--- src/rtl/project_pkg.sv ---
// Shared display types: character codes and segment constants.
package project_pkg;

   // Character code as produced by the display controller.
   typedef logic [4:0] code_t;

   localparam code_t CHAR_0    = 5'h00;
   localparam code_t CHAR_1    = 5'h01;
   localparam code_t CHAR_2    = 5'h02;
   localparam code_t CHAR_3    = 5'h03;
   localparam code_t CHAR_4    = 5'h04;
   localparam code_t CHAR_5    = 5'h05;
   localparam code_t CHAR_6    = 5'h06;
   localparam code_t CHAR_7    = 5'h07;
   localparam code_t CHAR_8    = 5'h08;
   localparam code_t CHAR_9    = 5'h09;
   localparam code_t CHAR_A    = 5'h0A;
   localparam code_t CHAR_B    = 5'h0B;
   localparam code_t CHAR_C    = 5'h0C;
   localparam code_t CHAR_D    = 5'h0D;
   localparam code_t CHAR_E    = 5'h0E;
   localparam code_t CHAR_F    = 5'h0F;
   localparam code_t CHAR_H    = 5'h10;
   localparam code_t CHAR_L    = 5'h11;
   localparam code_t CHAR_P    = 5'h12;
   localparam code_t CHAR_U    = 5'h13;
   localparam code_t CHAR_DASH = 5'h14;
   localparam code_t CHAR_BLK  = 5'h1F;

   // Segment pattern with every segment (and dp) dark.
   localparam logic [7:0] SEG_OFF = 8'h00;

endpackage

--- src/rtl/seg_char_decode.sv ---
// Character code to 7-segment pattern {dp,g,f,e,d,c,b,a}; dp is never lit.
module seg_char_decode
   import project_pkg::*;
(
   input  code_t      code,
   output logic [7:0] pattern
);

   // Lookup table; blank and unmapped codes fall through to all-off.
   always_comb begin
      pattern = SEG_OFF;
      case (code)
         CHAR_0:    pattern = 8'h3F;
         CHAR_1:    pattern = 8'h06;
         CHAR_2:    pattern = 8'h5B;
         CHAR_3:    pattern = 8'h4F;
         CHAR_4:    pattern = 8'h66;
         CHAR_5:    pattern = 8'h6D;
         CHAR_6:    pattern = 8'h7D;
         CHAR_7:    pattern = 8'h07;
         CHAR_8:    pattern = 8'h7F;
         CHAR_9:    pattern = 8'h6F;
         CHAR_A:    pattern = 8'h77;
         CHAR_B:    pattern = 8'h7C;
         CHAR_C:    pattern = 8'h39;
         CHAR_D:    pattern = 8'h5E;
         CHAR_E:    pattern = 8'h79;
         CHAR_F:    pattern = 8'h71;
         CHAR_H:    pattern = 8'h76;
         CHAR_L:    pattern = 8'h38;
         CHAR_P:    pattern = 8'h73;
         CHAR_U:    pattern = 8'h3E;
         CHAR_DASH: pattern = 8'h40;
         default:   pattern = SEG_OFF;
      endcase
   end

endmodule

--- src/rtl/seg_scan_driver.sv ---
// Time-multiplexed 8-digit 7-segment scanner with per-frame input snapshot,
// anti-ghosting dead time at the start of each slot, and blink gating.
module seg_scan_driver
   import project_pkg::*;
#(
   parameter int unsigned SCAN_DIV  = 100_000,
   parameter int unsigned DEAD      = 1_000,
   parameter int unsigned BLINK_DIV = 25_000_000
)
(
   input  logic            clk,
   input  logic            rst_n,
   input  code_t     [7:0] seg_data_in,
   input  logic      [7:0] seg_blink_in,
   output logic      [7:0] an_out,
   output logic      [7:0] seg_l,
   output logic      [7:0] seg_r
);

   localparam int unsigned SW = $clog2(SCAN_DIV);
   localparam int unsigned BW = (BLINK_DIV > 1) ? $clog2(BLINK_DIV) : 1;

   localparam logic [SW-1:0] SCAN_LAST  = SW'(SCAN_DIV - 1);
   localparam logic [SW-1:0] DEAD_END   = SW'(DEAD);
   localparam logic [BW-1:0] BLINK_LAST = BW'(BLINK_DIV - 1);

   generate
      if (SCAN_DIV < 2) begin : g_bad_scan_div
         $fatal(1, "seg_scan_driver: SCAN_DIV must be >= 2");
      end
      if (DEAD >= SCAN_DIV) begin : g_bad_dead
         $fatal(1, "seg_scan_driver: DEAD must be < SCAN_DIV");
      end
      if (BLINK_DIV < 1) begin : g_bad_blink_div
         $fatal(1, "seg_scan_driver: BLINK_DIV must be >= 1");
      end
   endgenerate

   logic [SW-1:0] scan_cnt;
   logic [2:0]    idx;
   logic [BW-1:0] blink_cnt;
   logic          blink_phase;
   code_t [7:0]   shadow_data;
   logic  [7:0]   shadow_blink;

   logic          scan_wrap;
   logic          frame_wrap;
   logic          blink_wrap;
   logic [7:0]    char_pattern;
   logic [7:0]    slot_pattern;

   seg_char_decode u_decode (
      .code    (shadow_data[idx]),
      .pattern (char_pattern)
   );

   // Wrap strobes and the blink-gated pattern for the current slot.
   always_comb begin
      scan_wrap    = (scan_cnt == SCAN_LAST);
      frame_wrap   = scan_wrap && (idx == 3'd7);
      blink_wrap   = (blink_cnt == BLINK_LAST);
      slot_pattern = (shadow_blink[idx] && blink_phase) ? SEG_OFF : char_pattern;
   end

   // Slot counter and digit index; idx wraps 7->0 naturally at 3 bits.
   always_ff @(posedge clk or negedge rst_n) begin
      if (!rst_n) begin
         scan_cnt <= '0;
         idx      <= '0;
      end else if (scan_wrap) begin
         scan_cnt <= '0;
         idx      <= idx + 3'd1;
      end else begin
         scan_cnt <= scan_cnt + 1'b1;
      end
   end

   // Free-running blink half-period counter, independent of scanning.
   always_ff @(posedge clk or negedge rst_n) begin
      if (!rst_n) begin
         blink_cnt   <= '0;
         blink_phase <= 1'b0;
      end else if (blink_wrap) begin
         blink_cnt   <= '0;
         blink_phase <= ~blink_phase;
      end else begin
         blink_cnt   <= blink_cnt + 1'b1;
      end
   end

   // Snapshot inputs once per frame so all 8 digits come from one sample.
   always_ff @(posedge clk or negedge rst_n) begin
      if (!rst_n) begin
         shadow_data  <= {8{CHAR_BLK}};
         shadow_blink <= '0;
      end else if (frame_wrap) begin
         shadow_data  <= seg_data_in;
         shadow_blink <= seg_blink_in;
      end
   end

   // Registered pin drive: blank during dead time, else route to the half's bus.
   always_ff @(posedge clk or negedge rst_n) begin
      if (!rst_n) begin
         an_out <= '0;
         seg_l  <= '0;
         seg_r  <= '0;
      end else if (scan_cnt < DEAD_END) begin
         an_out <= '0;
         seg_l  <= '0;
         seg_r  <= '0;
      end else begin
         an_out <= 8'b1 << idx;
         seg_l  <= idx[2] ? slot_pattern : SEG_OFF;
         seg_r  <= idx[2] ? SEG_OFF : slot_pattern;
      end
   end

endmodule

--- config.mk ---
export PLATFORM = sky130hd
export DESIGN_NAME = seg_scan_driver
export DESIGN_NICKNAME = d
export VERILOG_FILES = /design/src/rtl/project_pkg.sv /design/src/rtl/seg_char_decode.sv /design/src/rtl/seg_scan_driver.sv
export SDC_FILE = /design/constraint.sdc
export NUM_CORES = 1
export LEC_CHECK = 0
export ABC_AREA = 1
export BUFFER_PORTS_ARGS = -buffer_cell sky130_fd_sc_hd__buf_2
export CORE_MARGIN = 2
export CORE_UTILIZATION = 45
export CTS_CLUSTER_SIZE = 10
export DETAILED_ROUTE_END_ITERATION = 6
export GPL_ROUTABILITY_DRIVEN = 0
export GPL_TIMING_DRIVEN = 0
export SYNTH_ARGS = -nofsm -noshare
export SYNTH_HDL_FRONTEND = slang
export SYNTH_SLANG_ARGS = --single-unit
--- constraint.sdc ---
create_clock -name clk -period 2.2 [get_ports clk]
set_input_delay 0.44 -clock clk [delete_from_list [all_inputs] [get_ports clk]]
set_output_delay 0.44 -clock clk [all_outputs]
set_load 0.02 [all_outputs]
; Word level (Yosys, flattened, before mapping)
; Memory sizes are Yosys's and may differ from the RTL's.
; Cells that the tools add are included.
[totals]
regBits = 118
rom_bits = 224
in_bits = 50
word_cells = 41
n_memories = 1
[op_classes]
n_addsub = 3
n_lt_le_gt_ge = 2
eq_ne = 3
shift = 1
n_mux = 12
n_bitwise = 1
reduce_logical = 2
[memory_table]
columns = name, words, word_bits, rd, rd_clocked_by_memory_dff, write_ports, line_no
row1 = (no name shown), 32, 7, 1, 0, 0, seg_char_decode.sv:12  ; case (code)
[ops]
columns = cell, n
row1 = two-way mux 8 bit, 6
row2 = adder 25 x 1 -> 25 bit (second input constant), 1
row3 = == test 25 bit (second input constant), 1
row4 = two-way mux 25 bit, 1
row5 = adder 17 x 1 -> 17 bit (second input constant), 1
row6 = == test 17 bit (second input constant), 1
row7 = < comparator 17 x 10 -> 1 bit (second input constant), 1
row8 = two-way mux 17 bit, 1
row9 = binary-select mux 5 bit (select 3 bit), 1
row10 = left shift 1 x 3 -> 8 bit (first input constant), 1
row11 = two-way mux 5 bit, 1
row12 = < comparator 3 x 4 -> 1 bit (second input constant), 1
row13 = adder 3 x 1 -> 3 bit (second input constant), 1
row14 = binary-select mux 1 bit (select 3 bit), 1
row15 = == test 3 bit (second input constant), 1
row16 = logical AND 1 bit, 2
row17 = two-way mux 1 bit, 1
row18 = inverter 1 bit, 1

; Depth between registers and ports, before layout
; Gate-level depths: netlist of run 1.
[depth]
ltp_word = 6
depth_mapped = 16

; Modules after synthesis
; From an unflattened synthesis of run 1, not the netlist that was laid out.
[hier_totals]
hier_cells = 827
hier_area_um2 = 6292.3
[modules_own_cells]
columns = module, instances, cells_each, area_each_um2, seq_area_each_um2
row1 = seg_scan_driver, 1, 755, 5883.1, 3002.9
row2 = seg_char_decode, 1, 72, 409.1, 0.0

; Least setup slack after synthesis of run 1
; No wires, ideal clock.
[synth_path]
path_type = register to register
from = register idx[0]
to = register seg_l[4]
setup_ns = 0.128
arrival_ns = 1.704
t_required_ns = 2.072
path_slack_ns = 0.368
stages_incl_launch_ff = 16
path_buffers = 2
period_less_slack_ns = 1.832
cell_sequence = dfrtp_1 buf_6 inv_8 buf_8 nand2_1 nand3_1 nand2_1 o21ai_2 inv_1 ha_1 nor2_1 nand2_1 nand3_1 nand2_1 nand2_1 nor2_1
[synth_between]
elab_chain_len = 6
[synth_lines]
columns = element, line_no
row1 = "start, declared", seg_scan_driver.sv:40  ; logic [2:0] idx;
row2 = "start signal, assigned", seg_scan_driver.sv:72  ; idx <= idx + 3'd1;
row3 = binary-select mux 5 bit (select 3 bit) / binary-select mux 1 bit (select 3 bit) (equally long branches), "seg_scan_driver.sv:53, seg_scan_driver.sv:62"
row4 = two-way mux 5 bit (not written as such) / two-way mux 1 bit (equally long branches), "seg_scan_driver.sv:53, seg_scan_driver.sv:62"
row5 = memory read (32 x 7 bit) / logical AND 1 bit (equally long branches), -
row6 = two-way mux 8 bit (*), seg_scan_driver.sv:62  ; slot_pattern = (shadow_blink[idx] && blink_phase) ? SEG_OFF : char_pattern;
row7 = two-way mux 8 bit (*), seg_scan_driver.sv:114  ; seg_l <= idx[2] ? slot_pattern : SEG_OFF;
row8 = two-way mux 8 bit (*), seg_scan_driver.sv:108  ; end else if (scan_cnt < DEAD_END) begin
row9 = "end signal, assigned", seg_scan_driver.sv:114
row10 = "end, declared", seg_scan_driver.sv:16  ; output logic [7:0] seg_l,
; Mark *: on every way between the ends. The rest lies on a longest branch, timed or not. The select of a mux whose other input is x is not followed.
; A chain may end at the register's enable or synchronous reset.

; Worst setup path after layout of run 1
[layout_path]
from = register idx[0]
to = register seg_l[0]
; Same word-level chain as after synthesis.

==> Flow_metrics.wiki, run 1 <==
{| class="wikitable"
! Metric !! Value
|-
| Result of the run || finished clean
|-
| Capture instance of the worst register-to-register path || seg_l[0]
|-
| Post-CTS Hold Fix Bufs || 0
|-
| Count of final setup violators || 0
|-
| Mean area per synthesized cell || 7.85 µm²
|-
| Number of enable flip-flop cells after synthesis || 0
|-
| Area Growth Syn to Fin || 21.3%
|-
| Layout cells sized above 1 || 0.244
|-
| Clock Pin Slew Worst Setup and Hold Paths || 0.06 ns
|-
| Prevailing post-synth register cell || sky130_fd_sc_hd__dfrtp_1
|-
| Slew @ Worst Pin || 0.550 ns
|-
| Width of the chip || 122 µm
|-
| Type of the worst min-delay path || in -> async
|-
| Total die area || 14800 µm²
|-
| Total Wirelength || 15200 µm
|-
| Number of nets in the finished design || 955
|-
| Flop-to-flop setup slack || 0.10 ns
|-
| Number of antenna cells inserted || 0
|-
| Port Buffer Count || 71
|-
| Estimated wirelength of the detail-placed design || 11000 µm
|-
| R2r worst-path depth || 15
|-
| Number of iterations in the first detailed-routing pass || 5
|-
| Max-slew violation total from the final report || 0
|-
| Residual DRC count || 0
|-
| Async SR Flop Fraction || 1.00
|-
| Total congestion overflow || 0
|-
| Post-layout util || 0.563
|-
| Main combinational cell family by area after synthesis || simple AND/OR/NAND/NOR gates
|-
| Peak per-stage delay on the critical path || 0.40 ns
|-
| FP Rows || 42
|-
| DRC marker count from the first detailed-route iteration || 328
|-
| Worst Path Class, Setup || reg -> reg
|-
| Series of cell instances along the critical path || buf_6 -> buf_8 -> nand2_1 -> nand3_2 -> nand2_2 -> o21ai_4 -> buf_6 -> ha_2 -> nand2_1 -> nand2_1 -> nand2_1 -> nand2_1 -> nand2_1 -> nand2_2 -> nor2_1
|-
| Clock tree from TritonCTS || yes
|-
| Vias per inst || 5.03
|-
| Post-synthesis xor/xnor area fraction || 0.0211
|-
| Number of inserted filler cells in the final layout || 1268
|-
| Clock tree root driver cell || sky130_fd_sc_hd__clkbuf_16
|-
| Worst flop-to-flop path startpoint || idx[0]
|-
| Sum of negative setup slack || 0 ns
|-
| Yosys warning count || 0
|-
| Via count of the first global-routing pass || 5371
|-
| Required time worst endpoint || 2.48 ns
|-
| Proportion of synthesized chip area in sequential cells || 0.474
|-
| Clock Path Buffers || 2
|-
| Initial core utilization || 0.465
|-
| Maximum achievable frequency || 0.477 GHz
|-
| Setup clock skew after layout || 0.00844 ns
|-
| Via total after detailed routing || 5426
|-
| Remaining number of nets flagged by the antenna check after routing || 0
|-
| Final hold violations || 0
|-
| Crit path max-delay cell type || sky130_fd_sc_hd__dfrtp_1
|-
| Slew margin rel. || 0.634
|-
| Global routing usage summed across all routing layers || 0.221
|-
| Setup crit start kind || flip-flop
|-
| Max Cap Violations || 0
|-
| Gate count after technology mapping || 793
|-
| Final worst path period share || 0.954
|-
| Count of cell types in the netlist || 41
|-
| Area share of fa/ha/maj cells after synthesis || 0.0281
|-
| CTS Buf Count || 17
|-
| Number of storage elements in the synthesis netlist || 116
|-
| Cell Pwr Density || 651 nW/µm²
|-
| Crit path time final || 2.10 ns
|-
| Die outline height || 122 µm
|-
| Cell area after synthesis || 6220 µm²
|-
| Wire length of the first global-routing pass || 25600 µm
|-
| Basic-gate share of the synthesized area counting and, or, nand and nor cells || 0.335
|-
| Combined buffer and inverter count along the critical path || 3
|-
| Area fraction in compound gates after synthesis || 0.0412
|-
| Clock tree sinks || 116
|-
| Maximum vdd drop || 0.000537 V
|-
| Cell mode on critical path || sky130_fd_sc_hd__nand2_1
|-
| Number of H-tree levels || 4
|-
| Area of the core || 13400 µm²
|-
| Antenna violations before repair || 0
|-
| Proportion of synthesized area in mux cells || 0
|-
| Pin count of the biggest net entering global routing || 62
|-
| Routed len/inst || 14.1 µm
|-
| Crit-path max FO || 10
|-
| Category of cells accounting for the largest share of critical-path delay || simple AND/OR/NAND/NOR gates
|-
| Clock Latency Late Sink || 0.42 ns
|-
| Worst endpoint data arrival time || 2.38 ns
|-
| Static leakage power || 0.00400 µW
|-
| Ports placed on the boundary || 74
|-
| Critical path capture point type || flip-flop
|}
-- synth_stat cells, types with 3 or more instances --
library cell	instances	area (µm²)
sky130_fd_sc_hd__a21oi_1	17	85.1
sky130_fd_sc_hd__buf_2	6	30.0
sky130_fd_sc_hd__buf_4	6	45.0
sky130_fd_sc_hd__buf_6	10	113
sky130_fd_sc_hd__clkbuf_1	6	22.5
sky130_fd_sc_hd__dfrtp_1	76	1900
sky130_fd_sc_hd__dfstp_2	40	1050
sky130_fd_sc_hd__ha_1	14	175
sky130_fd_sc_hd__inv_1	95	357
sky130_fd_sc_hd__inv_2	6	22.5
sky130_fd_sc_hd__nand2_1	230	863
sky130_fd_sc_hd__nand2_2	11	68.8
sky130_fd_sc_hd__nand3_1	100	500
sky130_fd_sc_hd__nand3_2	6	60.1
sky130_fd_sc_hd__nand4_1	13	81.3
sky130_fd_sc_hd__nor2_1	80	300
sky130_fd_sc_hd__nor2_2	4	25.0
sky130_fd_sc_hd__nor2_4	3	33.8
sky130_fd_sc_hd__nor3_1	14	70.1
sky130_fd_sc_hd__nor4_1	4	25.0
sky130_fd_sc_hd__o21ai_0	15	75.1
sky130_fd_sc_hd__xnor2_1	3	26.3
sky130_fd_sc_hd__xor2_1	12	105
-- worst register-to-register path, cell delays in order, from the launching register on --
cell	delay [ns]
sky130_fd_sc_hd__dfrtp_1	0.40
sky130_fd_sc_hd__buf_6	0.17
sky130_fd_sc_hd__buf_8	0.14
sky130_fd_sc_hd__nand2_1	0.08
sky130_fd_sc_hd__nand3_2	0.08
sky130_fd_sc_hd__nand2_2	0.08
sky130_fd_sc_hd__o21ai_4	0.30
sky130_fd_sc_hd__buf_6	0.15
sky130_fd_sc_hd__ha_2	0.17
sky130_fd_sc_hd__nand2_1	0.06
sky130_fd_sc_hd__nand2_1	0.07
sky130_fd_sc_hd__nand2_1	0.05
sky130_fd_sc_hd__nand2_1	0.05
sky130_fd_sc_hd__nand2_1	0.06
sky130_fd_sc_hd__nand2_2	0.08
sky130_fd_sc_hd__nor2_1	0.04
-- cells in the final DEF, fill, tap and decap left out, types with 2 or more instances in the layout --
| cell type | count |
|---|---|
| sky130_fd_sc_hd__clkbuf_16 | 17 |
| sky130_fd_sc_hd__ha_1 | 9 |
| sky130_fd_sc_hd__conb_1 | 2 |
| sky130_fd_sc_hd__clkbuf_1 | 6 |
| sky130_fd_sc_hd__ha_2 | 2 |
| sky130_fd_sc_hd__nand3_2 | 7 |
| sky130_fd_sc_hd__nor4_1 | 4 |
| sky130_fd_sc_hd__nor2_1 | 79 |
| sky130_fd_sc_hd__nand2_1 | 226 |
| sky130_fd_sc_hd__or2_1 | 2 |
| sky130_fd_sc_hd__o21ai_0 | 15 |
| sky130_fd_sc_hd__bufinv_16 | 2 |
| sky130_fd_sc_hd__nor3_1 | 14 |
| sky130_fd_sc_hd__nor2_4 | 3 |
| sky130_fd_sc_hd__nor2_2 | 5 |
| sky130_fd_sc_hd__dfrtp_1 | 76 |
| sky130_fd_sc_hd__a31oi_1 | 2 |
| sky130_fd_sc_hd__nand2_2 | 14 |
| sky130_fd_sc_hd__buf_6 | 11 |
| sky130_fd_sc_hd__buf_2 | 74 |
| sky130_fd_sc_hd__o21ai_1 | 2 |
| sky130_fd_sc_hd__dfstp_2 | 40 |
| sky130_fd_sc_hd__a21oi_1 | 17 |
| sky130_fd_sc_hd__ha_4 | 3 |
| sky130_fd_sc_hd__inv_2 | 7 |
| sky130_fd_sc_hd__inv_1 | 94 |
| sky130_fd_sc_hd__nand3_1 | 99 |
| sky130_fd_sc_hd__clkinv_2 | 4 |
| sky130_fd_sc_hd__nand4_1 | 13 |
| sky130_fd_sc_hd__clkbuf_2 | 2 |
| sky130_fd_sc_hd__buf_4 | 12 |
| sky130_fd_sc_hd__xor2_1 | 12 |
| sky130_fd_sc_hd__clkbuf_8 | 2 |
| sky130_fd_sc_hd__xnor2_1 | 3 |
| sky130_fd_sc_hd__clkinvlp_4 | 2 |
| sky130_fd_sc_hd__nand2_4 | 2 |
-- metal layers --
metal	track usage	routed length, µm	vias to the layer above
met5	0	0	-
met4	0.0603	152	0
met3	0.0613	843	15
met2	0.366	7390	152
met1	0.288	6840	2563
li1	-	-	2696
-- cell families after synthesis --
kind of cell	count (synthesis)
AO/OA/AOI/OAI	45
flip-flops	116
AND/OR/NAND/NOR	470
XOR/XNOR	15
buffers and inverters	132
adder cells (fa/ha/maj)	14
other	1
-- registers in the layout, summed over array words and instances, names as in the netlist --
name and count:
blink_phase 1, seg_l 7, an_out 8, scan_cnt 17
shadow_data 40, idx 3, seg_r 7, blink_cnt 25
shadow_blink 8
-- worst max path at each step --
stage                     startpoint            end  slack, ns  depth (start not counted)
after floorplan               idx[0]       seg_l[4]       0.37                         15
after global placement         rst_n  blink_cnt[17]      -0.69                          1
after detailed placement      idx[1]       seg_r[0]      -0.04                         14
after CTS                     idx[0]       seg_r[0]      0.003                         15
after global routing          idx[0]       seg_l[0]      -0.04                         15
final                         idx[0]       seg_l[0]       0.10                         15
-- stage by stage --
stage / setup WS (ns) / hold slack [ns] / instances / total power, µW / area, µm²
2_1_floorplan: 0.368 / 0.144 / 794 / 2180 / 6230
3_3_place_gp: -0.686 / 0.447 / 1041 / 2270 / 6800
3_5_place_dp: -0.0402 / 0.449 / 1042 / 2280 / 6840
4_1_cts: 0.00312 / 0.00799 / 1072 / 4960 / 7410
5_1_grt: -0.0422 / 0.0194 / 1079 / 5090 / 7550
6_report: 0.102 / 0.00130 / 1079 / 4910 / 7550
-- report_power, final --
part,internal [µW],switching [µW],total [µW],leakage (µW)
registers,2140,0,2140,0.00141
logic,39.2,61.1,100,0.00232
clock network,1710,965,2670,0.000276
-- repair_timing --
item | in CTS | in global routing
setup buffers | 0 | 7
endpoints found under the setup margin | 7 | 20
resized for setup | 2 | 22
pin swaps | 0 | 3
-- final cells by class --
class                   count  area, µm²  share of cell area
multi-input cells         546       2730               0.361
repair buffers             79        445              0.0590
clock buffers              21        460              0.0610
well taps                 176        220              0.0292
plain buffers              28        234              0.0310
clock inverters            10        108              0.0143
flip-flops and latches    116       2950               0.391
inverters                 103        402              0.0532
Power figures use the tool's default switching activity.
==> inputs of run 2 (changes only) <==
--- a/config.mk
+++ b/config.mk
@@ -13,6 +13,8 @@
 export DETAILED_ROUTE_END_ITERATION = 6
 export GPL_ROUTABILITY_DRIVEN = 0
 export GPL_TIMING_DRIVEN = 0
+export PLACE_DENSITY = 0.67
+export SKIP_CTS_REPAIR_TIMING = 1
 export SYNTH_ARGS = -nofsm -noshare
 export SYNTH_HDL_FRONTEND = slang
 export SYNTH_SLANG_ARGS = --single-unit
==> constraint.sdc (replaced) <==
create_clock -name clk -period 1.7 [get_ports clk]
set_input_delay 0.34 -clock clk [delete_from_list [all_inputs] [get_ports clk]]
set_output_delay 0.34 -clock clk [all_outputs]
set_load 0.02 [all_outputs]
==> Flow_metrics.wiki, run 2 (same netlist as run 1, synthesis figures left out) <==
{| class="wikitable"
! Metric !! Value
|-
| Crit-path max FO || 8 (-2)
|-
| Final hold violations || 0 (unchanged)
|-
| Peak per-stage delay on the critical path || 0.41 ns (about the same)
|-
| Most frequent cells in the layout || 181 x sky130_fd_sc_hd__nand2_1, 90 x sky130_fd_sc_hd__inv_1, 74 x sky130_fd_sc_hd__dfrtp_1
|-
| Width of the chip || 122 µm (unchanged)
|-
| Maximum achievable frequency || 0.488 GHz (+2.3%)
|-
| FP Rows || 42 (unchanged)
|-
| Crit path max-delay cell type || sky130_fd_sc_hd__dfrtp_1
|-
| Pin count of the biggest net entering global routing || 60 (-3.2%)
|-
| DRC marker count from the first detailed-route iteration || 481 (+47%)
|-
| Result of the run || complete, but fails checks
|-
| Remaining number of nets flagged by the antenna check after routing || 0 (unchanged)
|-
| CTS Buf Count || 17 (unchanged)
|-
| Min Hold Slack || 0.120 ns (+0.119 ns)
|-
| Maximum vdd drop || 0.000673 V (+25%)
|-
| Met3 WL || 815 µm (-3.3%)
|-
| Detailed-routing wirelength on met1 || 7490 µm (+9.6%)
|-
| Critical path capture point type || flip-flop
|-
| Vias per inst || 5.04 (+0.19%)
|-
| Via count of the first global-routing pass || 4954 (-7.8%)
|-
| Number of antenna cells inserted || 0 (unchanged)
|-
| Most common cell after layout, fill and taps aside || sky130_fd_sc_hd__nand2_1
|-
| Total die area || 14800 µm² (unchanged)
|-
| Least setup slack across all paths after layout || -0.350 ns (-0.452 ns)
|-
| Cell mode on critical path || sky130_fd_sc_hd__nand3_1
|-
| Static leakage power || 0.00444 µW (+11%)
|-
| Via total after detailed routing || 5678 (+4.6%)
|-
| Ports placed on the boundary || 74 (unchanged)
|-
| Max-slew violation total from the final report || 0 (unchanged)
|-
| Pre-CTS worst setup slack || -0.536 ns (-0.496 ns)
|-
| Final worst path period share || 1.21 (+0.253)
|-
| Residual DRC count || 0 (unchanged)
|-
| Registers with the most flip-flops || shadow_data (40), blink_cnt (25), scan_cnt (17)
|-
| Violated checks || negative setup slack
|-
| Worst Path Class, Setup || reg -> reg
|-
| Global routing usage summed across all routing layers || 0.208 (-0.0130)
|-
| Number of flip-flops under the largest register name || 40 (unchanged)
|-
| Clock tree root driver cell || sky130_fd_sc_hd__clkbuf_16
|-
| Required time worst endpoint || 2.04 ns (-0.44 ns)
|-
| Category of cells accounting for the largest share of critical-path delay || simple AND/OR/NAND/NOR gates
|-
| Clock Latency Late Sink || 0.42 ns (about the same)
|-
| Number of H-tree levels || 4 (unchanged)
|-
| Port Buffer Count || 71 (unchanged)
|-
| Routed len/inst || 14.6 µm (+3.3%)
|-
| Area Growth Syn to Fin || 41.7%
|-
| Worst endpoint data arrival time || 2.39 ns (about the same)
|-
| Wire length of the first global-routing pass || 23900 µm (-6.3%)
|-
| Crit path time final || 2.05 ns (-0.0475 ns)
|-
| Total Wirelength || 16400 µm (+7.9%)
|-
| Clock Pin Slew Worst Setup and Hold Paths || 0.05 ns (about the same)
|-
| Total congestion overflow || 0 (unchanged)
|-
| Clock Path Buffers || 2 (unchanged)
|-
| Clock tree sinks || 116 (unchanged)
|-
| Reg with most FFs || shadow_data
|-
| Series of cell instances along the critical path || buf_6 -> clkinv_8 -> buf_8 -> nand2_1 -> nand3_1 -> nand3_1 -> nand2_4 -> ha_4 -> inv_2 -> nand2_1 -> nand3_1 -> nand3_1 -> nand2_1 -> nor2_1
|-
| Antenna violations before repair || 0 (unchanged)
|-
| Wire length on met2 || 7820 µm (+5.8%)
|-
| Type of the worst min-delay path || in -> reg
|-
| Finished layout cell area || 8820 µm² (+17%)
|-
| Count of final setup violators || 52 (+52)
|-
| DP Area || 6870 µm² (+0.46%)
|-
| Highest Signal Layer || met4
|-
| Layout cells sized above 1 || 0.410 (+0.166)
|-
| Combined buffer and inverter count along the critical path || 4 (+1)
|-
| Setup clock skew after layout || 0.0104 ns (+0.00194 ns)
|-
| Cell Pwr Density || 713 nW/µm² (+9.6%)
|-
| Number of iterations in the first detailed-routing pass || 5 (unchanged)
|-
| Max Cap Violations || 0 (unchanged)
|-
| Setup crit start kind || flip-flop
|-
| Estimated wirelength of the detail-placed design || 10300 µm (-6.6%)
|-
| Number of nets in the finished design || 1002 (+4.9%)
|-
| RSZ-0062 raised after global routing || yes
|-
| Clock tree from TritonCTS || yes
|-
| Initial core utilization || 0.465 (unchanged)
|-
| Slew margin rel. || 0.638 (+0.00431)
|-
| Slew @ Worst Pin || 0.543 ns (-0.00646 ns)
|-
| Die outline height || 122 µm (unchanged)
|-
| Area of the core || 13400 µm² (unchanged)
|}
==> run 2: worst reg2reg max path, cell delays in order, from the launching register on <==
cell and delay (ns):
sky130_fd_sc_hd__dfrtp_1 0.41, sky130_fd_sc_hd__buf_6 0.19, sky130_fd_sc_hd__clkinv_8 0.09, sky130_fd_sc_hd__buf_8 0.14, sky130_fd_sc_hd__nand2_1 0.05, sky130_fd_sc_hd__nand3_1 0.10
sky130_fd_sc_hd__nand3_1 0.17, sky130_fd_sc_hd__nand2_4 0.11, sky130_fd_sc_hd__ha_4 0.30, sky130_fd_sc_hd__inv_2 0.03, sky130_fd_sc_hd__nand2_1 0.05, sky130_fd_sc_hd__nand3_1 0.07
sky130_fd_sc_hd__nand3_1 0.07, sky130_fd_sc_hd__nand2_1 0.07, sky130_fd_sc_hd__nor2_1 0.12
==> run 2: cell type report <==
cell class,instances,area (µm²)
fill,1123,4580
clock inverter,7,40.0
multi-input combinational,546,3330
inverter,103,409
sequential,116,2960
timing repair buffer,126,1010
tap,176,220
clock buffer,25,528
buffer,28,319
==> run 2: power breakdown <==
group          total (µW)  leakage (µW)  internal (µW)  switching [µW]
combinational         136       0.00274           52.7            83.1
sequential           2770       0.00141           2770               0
clock                3380      0.000284           2140            1240
==> run 2: metal layers <==
metal | GRT usage | up-vias
met4 | 0.0668 | 0
met3 | 0.0524 | 26
met2 | 0.309 | 179
met5 | 0 | -
met1 | 0.300 | 2683
li1 | - | 2790
==> run 2: worst paths after layout <==
| check | cells past startpoint | from | slack (ns) | to |
|---|---|---|---|---|
| setup / recovery | 14 | idx[0] | -0.35 | seg_r[3] |
| hold / removal | 3 | seg_data_in[9] | 0.12 | shadow_data[9] |
| setup reg to reg | 14 | idx[0] | -0.35 | seg_r[3] |
| hold reg to reg | 2 | shadow_data[27] | 0.46 | shadow_data[27] |
| max in group asynchronous | 3 | rst_n | 0.52 | shadow_data[25] |
| min in group asynchronous | 2 | rst_n | 0.45 | shadow_blink[7] |
==> run 2: through the flow <==
stage	cells	setup TNS, ns	power, µW	utilization
5_1_grt	1127	-13.55	6480	0.658
2_1_floorplan	794	-1.04	2820	-
6_report	1127	-5.64	6290	0.658
3_5_place_dp	1042	-16.35	2940	0.513
3_3_place_gp	1041	-118.61	2930	0.510
4_1_cts	1074	-18.28	6340	0.555
